**src/rtl/prog_loader_pkg.sv**
```systemverilog
// Shared definitions for the program loader: FSM state encoding and the
// word/address geometry used by the loader and its byte assembler.
package prog_loader_pkg;

    typedef enum logic [2:0] {
        S_IDLE,
        S_LEN0,
        S_LEN1,
        S_DATA,
        S_WRITE,
        S_CSUM,
        S_DONE,
        S_ERR
    } state_t;

    localparam int          WORD_BYTES = 4;
    localparam logic [31:0] ADDR_INC   = 32'd4;

endpackage

```
**src/rtl/prog_loader_byte_assembler.sv**
```systemverilog
// Little-endian 4-lane word assembler: each strobe writes the next byte lane,
// and o_word_full flags the strobe that completes a word.
module byte_assembler
    import prog_loader_pkg::*;
(
    input  logic        clk,
    input  logic        reset,
    input  logic        i_clear,
    input  logic        i_strobe,
    input  logic [7:0]  i_byte,
    output logic [31:0] o_word,
    output logic        o_word_full
);

    localparam int IDX_W = $clog2(WORD_BYTES);

    logic [IDX_W-1:0] r_idx;
    logic [31:0]      r_word;

    // NOTE: the lanes are cleared on reset as well, so an aborted partial word can never leak out.
    always_ff @(posedge clk) begin
        if (!reset) begin
            r_idx  <= '0;
            r_word <= '0;
        end else if (i_clear) begin
            r_idx <= '0;
        end else if (i_strobe) begin
            r_word[{r_idx, 3'b000} +: 8] <= i_byte;
            r_idx                        <= r_idx + IDX_W'(1);
        end
    end

    assign o_word      = r_word;
    assign o_word_full = i_strobe && (r_idx == IDX_W'(WORD_BYTES - 1));

endmodule

```
**src/rtl/prog_loader.sv**
```systemverilog
// Byte-stream program loader: writes little-endian words into CPU memory while
// holding the CPU in reset. Optional trailing XOR checksum: PROG_LOADER_CHECKSUM_EN.
module prog_loader
    import prog_loader_pkg::*;
#(
    parameter logic [31:0] BASE_ADDR = 32'h0000_0000,
    parameter int unsigned MAX_WORDS = 256,
    parameter int          CNT_W     = 16
) (
    input  logic             clk,
    input  logic             reset,
    input  logic             start,
    input  logic [7:0]       rx_data,
    input  logic             rx_valid,
    output logic             rx_ready,
    output logic             Ext_MemWrite,
    output logic [31:0]      Ext_WriteData,
    output logic [31:0]      Ext_DataAdr,
    output logic             cpu_reset,
    output logic             busy,
    output logic             done,
    output logic             error,
    output logic [CNT_W-1:0] words_loaded
);

`ifdef PROG_LOADER_CHECKSUM_EN
    localparam state_t FINAL_STATE = S_CSUM;
`else
    localparam state_t FINAL_STATE = S_DONE;
`endif

    state_t           r_state, w_next;
    logic [7:0]       r_len_lo;
    logic [CNT_W-1:0] r_count;
    logic [CNT_W-1:0] r_words;
    logic [31:0]      r_wdata;
    logic [31:0]      r_adr;
    logic [15:0]      w_hdr;
    logic [31:0]      w_word;
    logic [31:0]      w_adr;
    logic             w_word_full;
    logic             w_clear;
    logic             w_start_ok;
    logic             w_last;
    logic             w_accept;

    assign w_hdr      = {rx_data, r_len_lo};
    assign w_accept   = rx_valid && rx_ready;
    assign w_start_ok = start && (r_state == S_IDLE || r_state == S_DONE || r_state == S_ERR);
    assign w_last     = (r_words == r_count - CNT_W'(1));
    assign w_adr      = BASE_ADDR + 32'(r_words) * ADDR_INC;

`ifdef PROG_LOADER_CHECKSUM_EN
    logic [7:0] r_csum;
    assign rx_ready = (r_state == S_LEN0) || (r_state == S_LEN1) ||
                      (r_state == S_DATA) || (r_state == S_CSUM);
`else
    assign rx_ready = (r_state == S_LEN0) || (r_state == S_LEN1) || (r_state == S_DATA);
`endif

    byte_assembler u_asm (
        .clk         (clk),
        .reset       (reset),
        .i_clear     (w_clear),
        .i_strobe    (rx_valid && (r_state == S_DATA)),
        .i_byte      (rx_data),
        .o_word      (w_word),
        .o_word_full (w_word_full)
    );

    // NOTE: sequential state uses non-blocking assignments so every register samples pre-edge values.
    always_ff @(posedge clk) begin
        if (!reset) r_state <= S_IDLE;
        else        r_state <= w_next;
    end

    // NOTE: every output gets a default before the case, so no path can infer a latch.
    always_comb begin
        w_next       = r_state;
        w_clear      = 1'b0;
        Ext_MemWrite = 1'b0;
        cpu_reset    = 1'b1;
        busy         = 1'b0;
        done         = 1'b0;
        error        = 1'b0;
        case (r_state)
            S_IDLE: if (start) w_next = S_LEN0;
            S_LEN0: begin
                busy = 1'b1;
                if (rx_valid) w_next = S_LEN1;
            end
            S_LEN1: begin
                busy = 1'b1;
                if (rx_valid) begin
                    if (w_hdr == 16'd0)                    w_next = FINAL_STATE;
                    else if ({16'd0, w_hdr} > MAX_WORDS)   w_next = S_ERR;
                    else begin
                        w_clear = 1'b1;
                        w_next  = S_DATA;
                    end
                end
            end
            S_DATA: begin
                busy = 1'b1;
                if (w_word_full) w_next = S_WRITE;
            end
            S_WRITE: begin
                busy         = 1'b1;
                Ext_MemWrite = 1'b1;
                w_next       = w_last ? FINAL_STATE : S_DATA;
            end
`ifdef PROG_LOADER_CHECKSUM_EN
            S_CSUM: begin
                busy = 1'b1;
                if (rx_valid) w_next = (rx_data == r_csum) ? S_DONE : S_ERR;
            end
`endif
            S_DONE: begin
                cpu_reset = 1'b0;
                done      = 1'b1;
                if (start) w_next = S_LEN0;
            end
            S_ERR: begin
                error = 1'b1;
                if (start) w_next = S_LEN0;
            end
            default: w_next = S_IDLE;
        endcase
    end

    // The write word index is words_loaded itself: it restarts at zero with every session.
    always_ff @(posedge clk) begin
        if (!reset) begin
            r_len_lo <= '0;
            r_count  <= '0;
            r_words  <= '0;
            r_wdata  <= '0;
            r_adr    <= BASE_ADDR;
        end else begin
            if (r_state == S_LEN0 && w_accept) r_len_lo <= rx_data;
            if (r_state == S_LEN1 && w_accept) r_count  <= CNT_W'(w_hdr);
            if (w_start_ok) begin
                r_words <= '0;
            end else if (r_state == S_WRITE) begin
                r_words <= r_words + CNT_W'(1);
                r_wdata <= w_word;
                r_adr   <= w_adr;
            end
        end
    end

`ifdef PROG_LOADER_CHECKSUM_EN
    always_ff @(posedge clk) begin
        if (!reset)                             r_csum <= '0;
        else if (w_start_ok)                    r_csum <= '0;
        else if (r_state == S_DATA && w_accept) r_csum <= r_csum ^ rx_data;
    end
`endif

    // The word and address are live during WRITE and held afterwards.
    assign Ext_WriteData = (r_state == S_WRITE) ? w_word : r_wdata;
    assign Ext_DataAdr   = (r_state == S_WRITE) ? w_adr  : r_adr;
    assign words_loaded  = r_words;

endmodule

```
**config.mk**
```make
export PLATFORM = sky130hd
export DESIGN_NAME = prog_loader
export DESIGN_NICKNAME = d
export VERILOG_FILES = /design/src/rtl/prog_loader_pkg.sv /design/src/rtl/prog_loader_byte_assembler.sv /design/src/rtl/prog_loader.sv
export SDC_FILE = /design/constraint.sdc
export NUM_CORES = 1
export LEC_CHECK = 0
export CORE_ASPECT_RATIO = 1.1
export CORE_MARGIN = 2
export CORE_UTILIZATION = 58
export CTS_CLUSTER_DIAMETER = 50
export CTS_CLUSTER_SIZE = 40
export DETAILED_ROUTE_END_ITERATION = 16
export GPL_ROUTABILITY_DRIVEN = 0
export PLACE_DENSITY = 0.95
export SYNTH_ARGS = -nofsm -noshare
export SYNTH_HDL_FRONTEND = slang
export SYNTH_SLANG_ARGS = --single-unit
```
**constraint.sdc**
```tcl
create_clock -name clk -period 3.5 [get_ports clk]
set_clock_uncertainty 0.1 [all_clocks]
set_input_delay 0.7 -clock clk [delete_from_list [all_inputs] [get_ports clk]]
set_output_delay 0.7 -clock clk [all_outputs]
set_load 0.02 [all_outputs]
```
==> metrics, run 1 <==
status=finished, violations left; failing checks=design-rule violations; Seq/Total Area, Yosys=46.1%; worst slew pin tran=1.07 ns; DR iter-0 viols=277; Synth Cell Area=6120 um2; largest net degree at the start of global routing=83; Setup crit end kind=output pin; Most common cell on crit path=nand2_1; Vert. Die Dim=112 um; Rel. slew slack=28.0%; buffers plus inverters on the worst setup path=3; die area=11400 um2; worst min-delay path class=reg -> reg; die extent in x=102 um; asr flop ratio synth=0%; HPWL Detailed=9540 um; Synth Instances=764; Vias=5425; Hold WS=0.358 ns; slowest stage cell, crit path=clkdlybuf4s50_1; ys flop type=dfxtp_1; synthesis-to-finish area growth=27.5%; CTS tree=yes; Post-DRT Antenna Nets=0; layout cell share with drive strength beyond 1=7.09%; Root Buffer Master=clkbuf_16; Clk Latency, worst-skew pair=0.41 ns; crit path max fanout=17; Util after Layout=75.5%; Ant. Diodes=0; Port Buffers=97; Worst EP required=2.70 ns; # setup viols final=0; Fill cells=747; CP Launch Type=register; Yosys cell types=54; clock buffer depth=2; io pins=98; Largest delay share family, worst path=buffers and inverters; CP arrival=2.60 ns; CTS Buf Count=17; CP Cell Sequence=or3b_2 > clkinv_2 > buf_4 > nand2_1 > nand2_1 > clkdlybuf4s50_1; Vias/cell=5.41; num rows=39; most frequent cells in the layout=221 x nand2_1, 141 x dfxtp_1, 97 x clkdlybuf4s50_1; grt total ovfl=0; slowest stage delay, CP=0.60 ns; WL final=14300 um; first drt pass iteration count=11; area used by multi-input combinational logic=3070 um2; number of flops mapped to enable cells by yosys=0; top-area cell type share of the netlist area=46.1%; max-slew violations=0; most area-hungry cell type in the Yosys netlist=dfxtp_1; # placed instances=973; Hold-fix buffers, CTS=0; initial antenna violation count=0; H-Tree Depth=4; Post-route DRC=2; Max Clk Rate=294 MHz; first-pass GRT wire length=23500 um; Initial Utilization=59.2%; pwr dens=520 nW/um2; post-layout min period=3.40 ns; Final Cycle Share=97.1%; GRT Overall Usage=25.8%; commonest non-fill, non-tap cell in the layout=nand2_1; Syn Nets=783; clk sinks=141; Area contributors post-synth=dfxtp_1 46%, nand2_1 14%, a21oi_1 5.3%, and2_1 4.4%, nand3_1 2.8%; Clock Pin Slew Worst Setup and Hold Paths=0.05 ns; Layout Cells excl Fill=1003; vias in the first global route=5170; Core Region=10300 um2; syn_area_per_cell=8.01 um2; Synth warnings=0; flops & latches, synth=141; final setup TNS=0 ns; leak pwr=3.13 nW; Wirelength per Cell=14.3 um; post-layout net count=868; Place WS=0.481 ns; endpoints failing hold=0; register area=2820 um2; final setup margin=0.101 ns; CP Class=reg -> out; Max-cap violations=0; Peak supply drop=0.419 mV
==> per-layer routing <==
layer	share of wire, %	track usage (%)	wire length (um)
met4	2.5	11.1	361
met5	0	0	0
met1	41	29.5	5820
met3	6.1	6.78	868
met2	51	44.6	7250
==> layout make-up <==
class                   instances  share of cell area [%]
clock buffers                  21                    5.64
clock inverters                 9                    1.86
inverters                      13                   0.641
multi-input cells             564                    39.3
flip-flops and latches        141                    36.1
well taps                     143                    2.29
repair buffers                112                    14.1
==> Yosys cell counts (2+ instances only) <==
| cell type | count |
|---|---|
| mux2i_1 | 11 |
| nor3b_1 | 2 |
| or3_1 | 3 |
| a31oi_1 | 3 |
| a21oi_1 | 65 |
| inv_1 | 12 |
| nand2_1 | 221 |
| dfxtp_1 | 141 |
| xnor2_1 | 18 |
| nor3_2 | 2 |
| o211ai_1 | 3 |
| a22oi_1 | 8 |
| nor3_1 | 11 |
| clkbuf_1 | 39 |
| nand3_1 | 34 |
| and3_1 | 20 |
| buf_2 | 5 |
| nor4_1 | 5 |
| nand4_1 | 3 |
| and2_1 | 43 |
| nor4_4 | 3 |
| o21ai_0 | 6 |
| nor2_1 | 42 |
| xor2_1 | 19 |
| a21boi_0 | 6 |
| a41oi_1 | 2 |
| ha_1 | 7 |
| nor2b_1 | 4 |
==> path summary, 6_finish.rpt <==
kind / startpoint / to / slack, ns / cells after the start
worst max-delay path: r_state[0]$_SDFFE_PN0P_ / Ext_DataAdr[6] / 0.10 / 6
worst min-delay path: u_asm.o_word[4]$_SDFFE_PN0P_ / u_asm.o_word[4]$_SDFFE_PN0P_ / 0.36 / 2
worst max register to register: r_state[0]$_SDFFE_PN0P_ / words_loaded[15]$_SDFFE_PP0P_ / 0.94 / 8
worst min register to register: u_asm.o_word[4]$_SDFFE_PN0P_ / u_asm.o_word[4]$_SDFFE_PN0P_ / 0.36 / 2
==> logic make-up after synthesis <==
logic type / Yosys count / share of synthesized area [%]
flip-flops: 141 / 46.1
AND/OR/NAND/NOR: 405 / 31.4
multiplexers: 11 / 1.80
AO/OA/AOI/OAI: 104 / 10.1
adder cells (fa/ha/maj): 7 / 1.43
XOR/XNOR: 37 / 5.29
buffers and inverters: 59 / 3.82
==> report_power, final <==
group | leakage, nW | switching [mW] | internal, mW
registers | 1.14 | 0.0471 | 1.65
logic | 1.71 | 0.346 | 0.219
clock network | 0.290 | 0.627 | 1.18
==> flip-flops by register name, summed over array words and instances, names as in the netlist <==
register and count:
r_adr 32, r_count 16, r_len_lo 8, r_state 3, r_wdata 32, u_asm.o_word 32, u_asm.r_idx 2, words_loaded 16
==> worst register-to-register path: cells and delay by family (launching register included) <==
family,cells,cell delay [ns]
xor gates and xnor gates,1,0.17
buffers and inverters,2,0.44
DFF,1,0.41
and+or+nand+nor,5,1.27
==> repair_timing <==
item	4_1_cts	5_1_grt
resized for setup	0	1
buffers inserted	0	0
setup endpoints to repair	0	53
==> through the flow <==
step	instance area (um2)	total power, mW
after global placement	7220	2.26
after global routing	7810	4.19
after CTS	7810	4.07
after floorplan	6120	2.12
final	7810	4.06
after detailed placement	7220	2.28
(Power assumes the default switching activity.)
==> run 2: changes to the inputs <==
GPL_ROUTABILITY_DRIVEN = 1   (was 0)
HOLD_SLACK_MARGIN = 0.12   (was default)
==> results of run 2 <==
No change in the layout: final DEF, timing and power equal those of run 1.
==> run 3: changes to the inputs <==
CORE_ASPECT_RATIO = 0.5   (was 1.1)
CORE_UTILIZATION = 54   (was 58)
PLACE_DENSITY = 0.9   (was 0.95)
clock period = 3.8 ns   (was 3.5 ns; I/O delays follow)
==> metrics, run 3 (synthesis gave the netlist of run 1 again) <==
status=completed; Core Region=11000 um2 (+6.5%); vias in the first global route=5248 (+1.5%); Post-DRT Antenna Nets=0 (unchanged); post-layout min period=3.67 ns; Hold-fix buffers, CTS=0 (unchanged); die area=12300 um2 (+7.6%); first-pass GRT wire length=24900 um (+5.8%); reg2reg start=r_state[1]$_SDFFE_PN0P_; DR iter-0 viols=359 (+30%); Clk Latency, worst-skew pair=0.42 ns (about the same); worst slew pin tran=1.12 ns (+0.0428 ns); combinational group share of total power=13.7% (-0.2 points); worst min-delay path class=reg -> reg; num rows=27 (-31%); WL final=15300 um (+6.8%); Vias=5523 (+1.8%); # setup viols final=0 (unchanged); switch share=27.1% (+2.0 points); total internal power=2.72 mW (-11%); hold-critical path depth=2 (unchanged); CTS Buf Count=17 (unchanged); final setup TNS=0 ns (unchanged); Flop pwr share=42.2% (+0.5 points); Post-route DRC=0 (-2); H-Tree Depth=4 (unchanged); GPL Wtd Cong=0.858; commonest non-fill, non-tap cell in the layout=nand2_1; synthesis-to-finish area growth=26.8%; final setup margin=0.135 ns (+0.0334 ns); Final Cycle Share=96.5%; crit path max fanout=50 (+33); Rel. slew slack=25.1% (-2.9 points); first drt pass iteration count=5 (-6); Clock Pin Slew Worst Setup and Hold Paths=0.06 ns (about the same); layout cell share with drive strength beyond 1=6.78% (-0.31 points); HPWL Detailed=9710 um (+1.8%); Worst Setup SP=r_state[1]$_SDFFE_PN0P_; grt total ovfl=0 (unchanged); Place WS=0.538 ns (+0.0578 ns); most frequent cells in the layout=221 x nand2_1, 141 x dfxtp_1, 97 x clkdlybuf4s50_1; Max Clk Rate=273 MHz; Psw=1.01 mW (-0.79%); endpoints failing hold=0 (unchanged); pwr dens=481 nW/um2 (-7.5%); Clk pwr share=44.2% (-0.2 points); max-slew violations=0 (unchanged); clk sinks=141 (unchanged); Port Buffers=97 (unchanged); post-layout net count=861 (-0.81%); Util after Layout=70.5% (-5.0 points); Worst R2R End=words_loaded[15]$_SDFFE_PP0P_; Peak supply drop=0.381 mV (-9.1%); die extent in x=155 um (+52%); Hold WS=0.353 ns (-0.00504 ns); CTS tree=yes; Root Buffer Master=clkbuf_16; cell depth of the worst flop-to-flop path=8 (unchanged); Wirelength per Cell=15.3 um (+7.1%); Ant. Diodes=0 (unchanged); Max-cap violations=0 (unchanged); RSZ-0062 raised after global routing=false; io pins=98 (unchanged); Setup crit end kind=output pin; Vert. Die Dim=79.3 um (-29%); CP Launch Type=register; CP Class=reg -> out; clock buffer depth=2 (unchanged); initial antenna violation count=0 (unchanged); reg-to-reg slack, setup=1.01 ns (+0.07 ns); GRT Overall Usage=25.7% (-0.056 points); largest net degree at the start of global routing=83 (unchanged); leak pwr=3.09 nW (-1.4%); CP arrival=2.81 ns (+0.21 ns); Critical Path End=Ext_WriteData[10]; Vias/cell=5.52 (+2.1%); Worst EP required=2.94 ns (+0.24 ns); Initial Utilization=55.6% (-3.6 points)
==> run 3: power by group through the flow <==
stage	Clock [mW]	Combinational, mW	Sequential, mW
6_report	1.65	0.511	1.57
3_3_place_gp	0	0.473	1.59
5_1_grt	1.73	0.555	1.58
4_1_cts	1.67	0.504	1.57
2_1_floorplan	0	0.382	1.57
3_5_place_dp	0	0.493	1.60
==> run 3: through the flow <==
stage	cells	instance area, um2	power [mW]
finish	1000	7760	3.73
global route	1000	7760	3.86
CTS	1000	7760	3.74
detailed placement	968	7170	2.09
global placement	968	7170	2.07
floorplan	764	6120	1.95
==> run 3: area by class of cell <==
| cell class | count | area (um2) |
|---|---|---|
| clock inverters | 10 | 114 |
| well taps | 145 | 181 |
| flip-flops and latches | 141 | 2820 |
| clock buffers | 22 | 474 |
| repair buffers | 105 | 1050 |
| fillers | 830 | 3250 |
| multi-input cells | 564 | 3070 |
| inverters | 13 | 51.3 |
==> run 3: timing repair <==
| item | in CTS | in global routing |
|---|---|---|
| setup buffers | 0 | 0 |
| setup endpoints to repair | 0 | 42 |
| resized for setup | 0 | 2 |
==> run 3: worst max-delay path: stages (launching register included) <==
cell and delay (ns):
dfxtp_1 0.46, or3b_2 0.57, inv_4 0.40, nand2_1 0.19
nand2_1 0.10, clkdlybuf4s50_1 0.60
==> run 3: worst min-delay path by stage <==
stage	to	slack, ns	start
3_3_place_gp	u_asm.o_word[3]$_SDFFE_PN0P_	0.34	u_asm.o_word[3]$_SDFFE_PN0P_
6_report	u_asm.o_word[21]$_SDFFE_PN0P_	0.35	u_asm.o_word[21]$_SDFFE_PN0P_
5_1_grt	u_asm.o_word[24]$_SDFFE_PN0P_	0.38	u_asm.o_word[24]$_SDFFE_PN0P_
2_1_floorplan	u_asm.o_word[17]$_SDFFE_PN0P_	0.33	u_asm.o_word[17]$_SDFFE_PN0P_
4_1_cts	u_asm.o_word[21]$_SDFFE_PN0P_	0.36	u_asm.o_word[21]$_SDFFE_PN0P_
3_5_place_dp	u_asm.o_word[19]$_SDFFE_PN0P_	0.35	u_asm.o_word[19]$_SDFFE_PN0P_
==> run 3: layer usage <==
metal / vias up / global-route usage [%] / share of wire [%]
li1: 2693 / - / -
met1: 2579 / 30.7 / 43
met2: 204 / 44.2 / 48
met3: 47 / 6.06 / 5.9
met4: 0 / 12.8 / 2.7
met5: - / 0 / 0
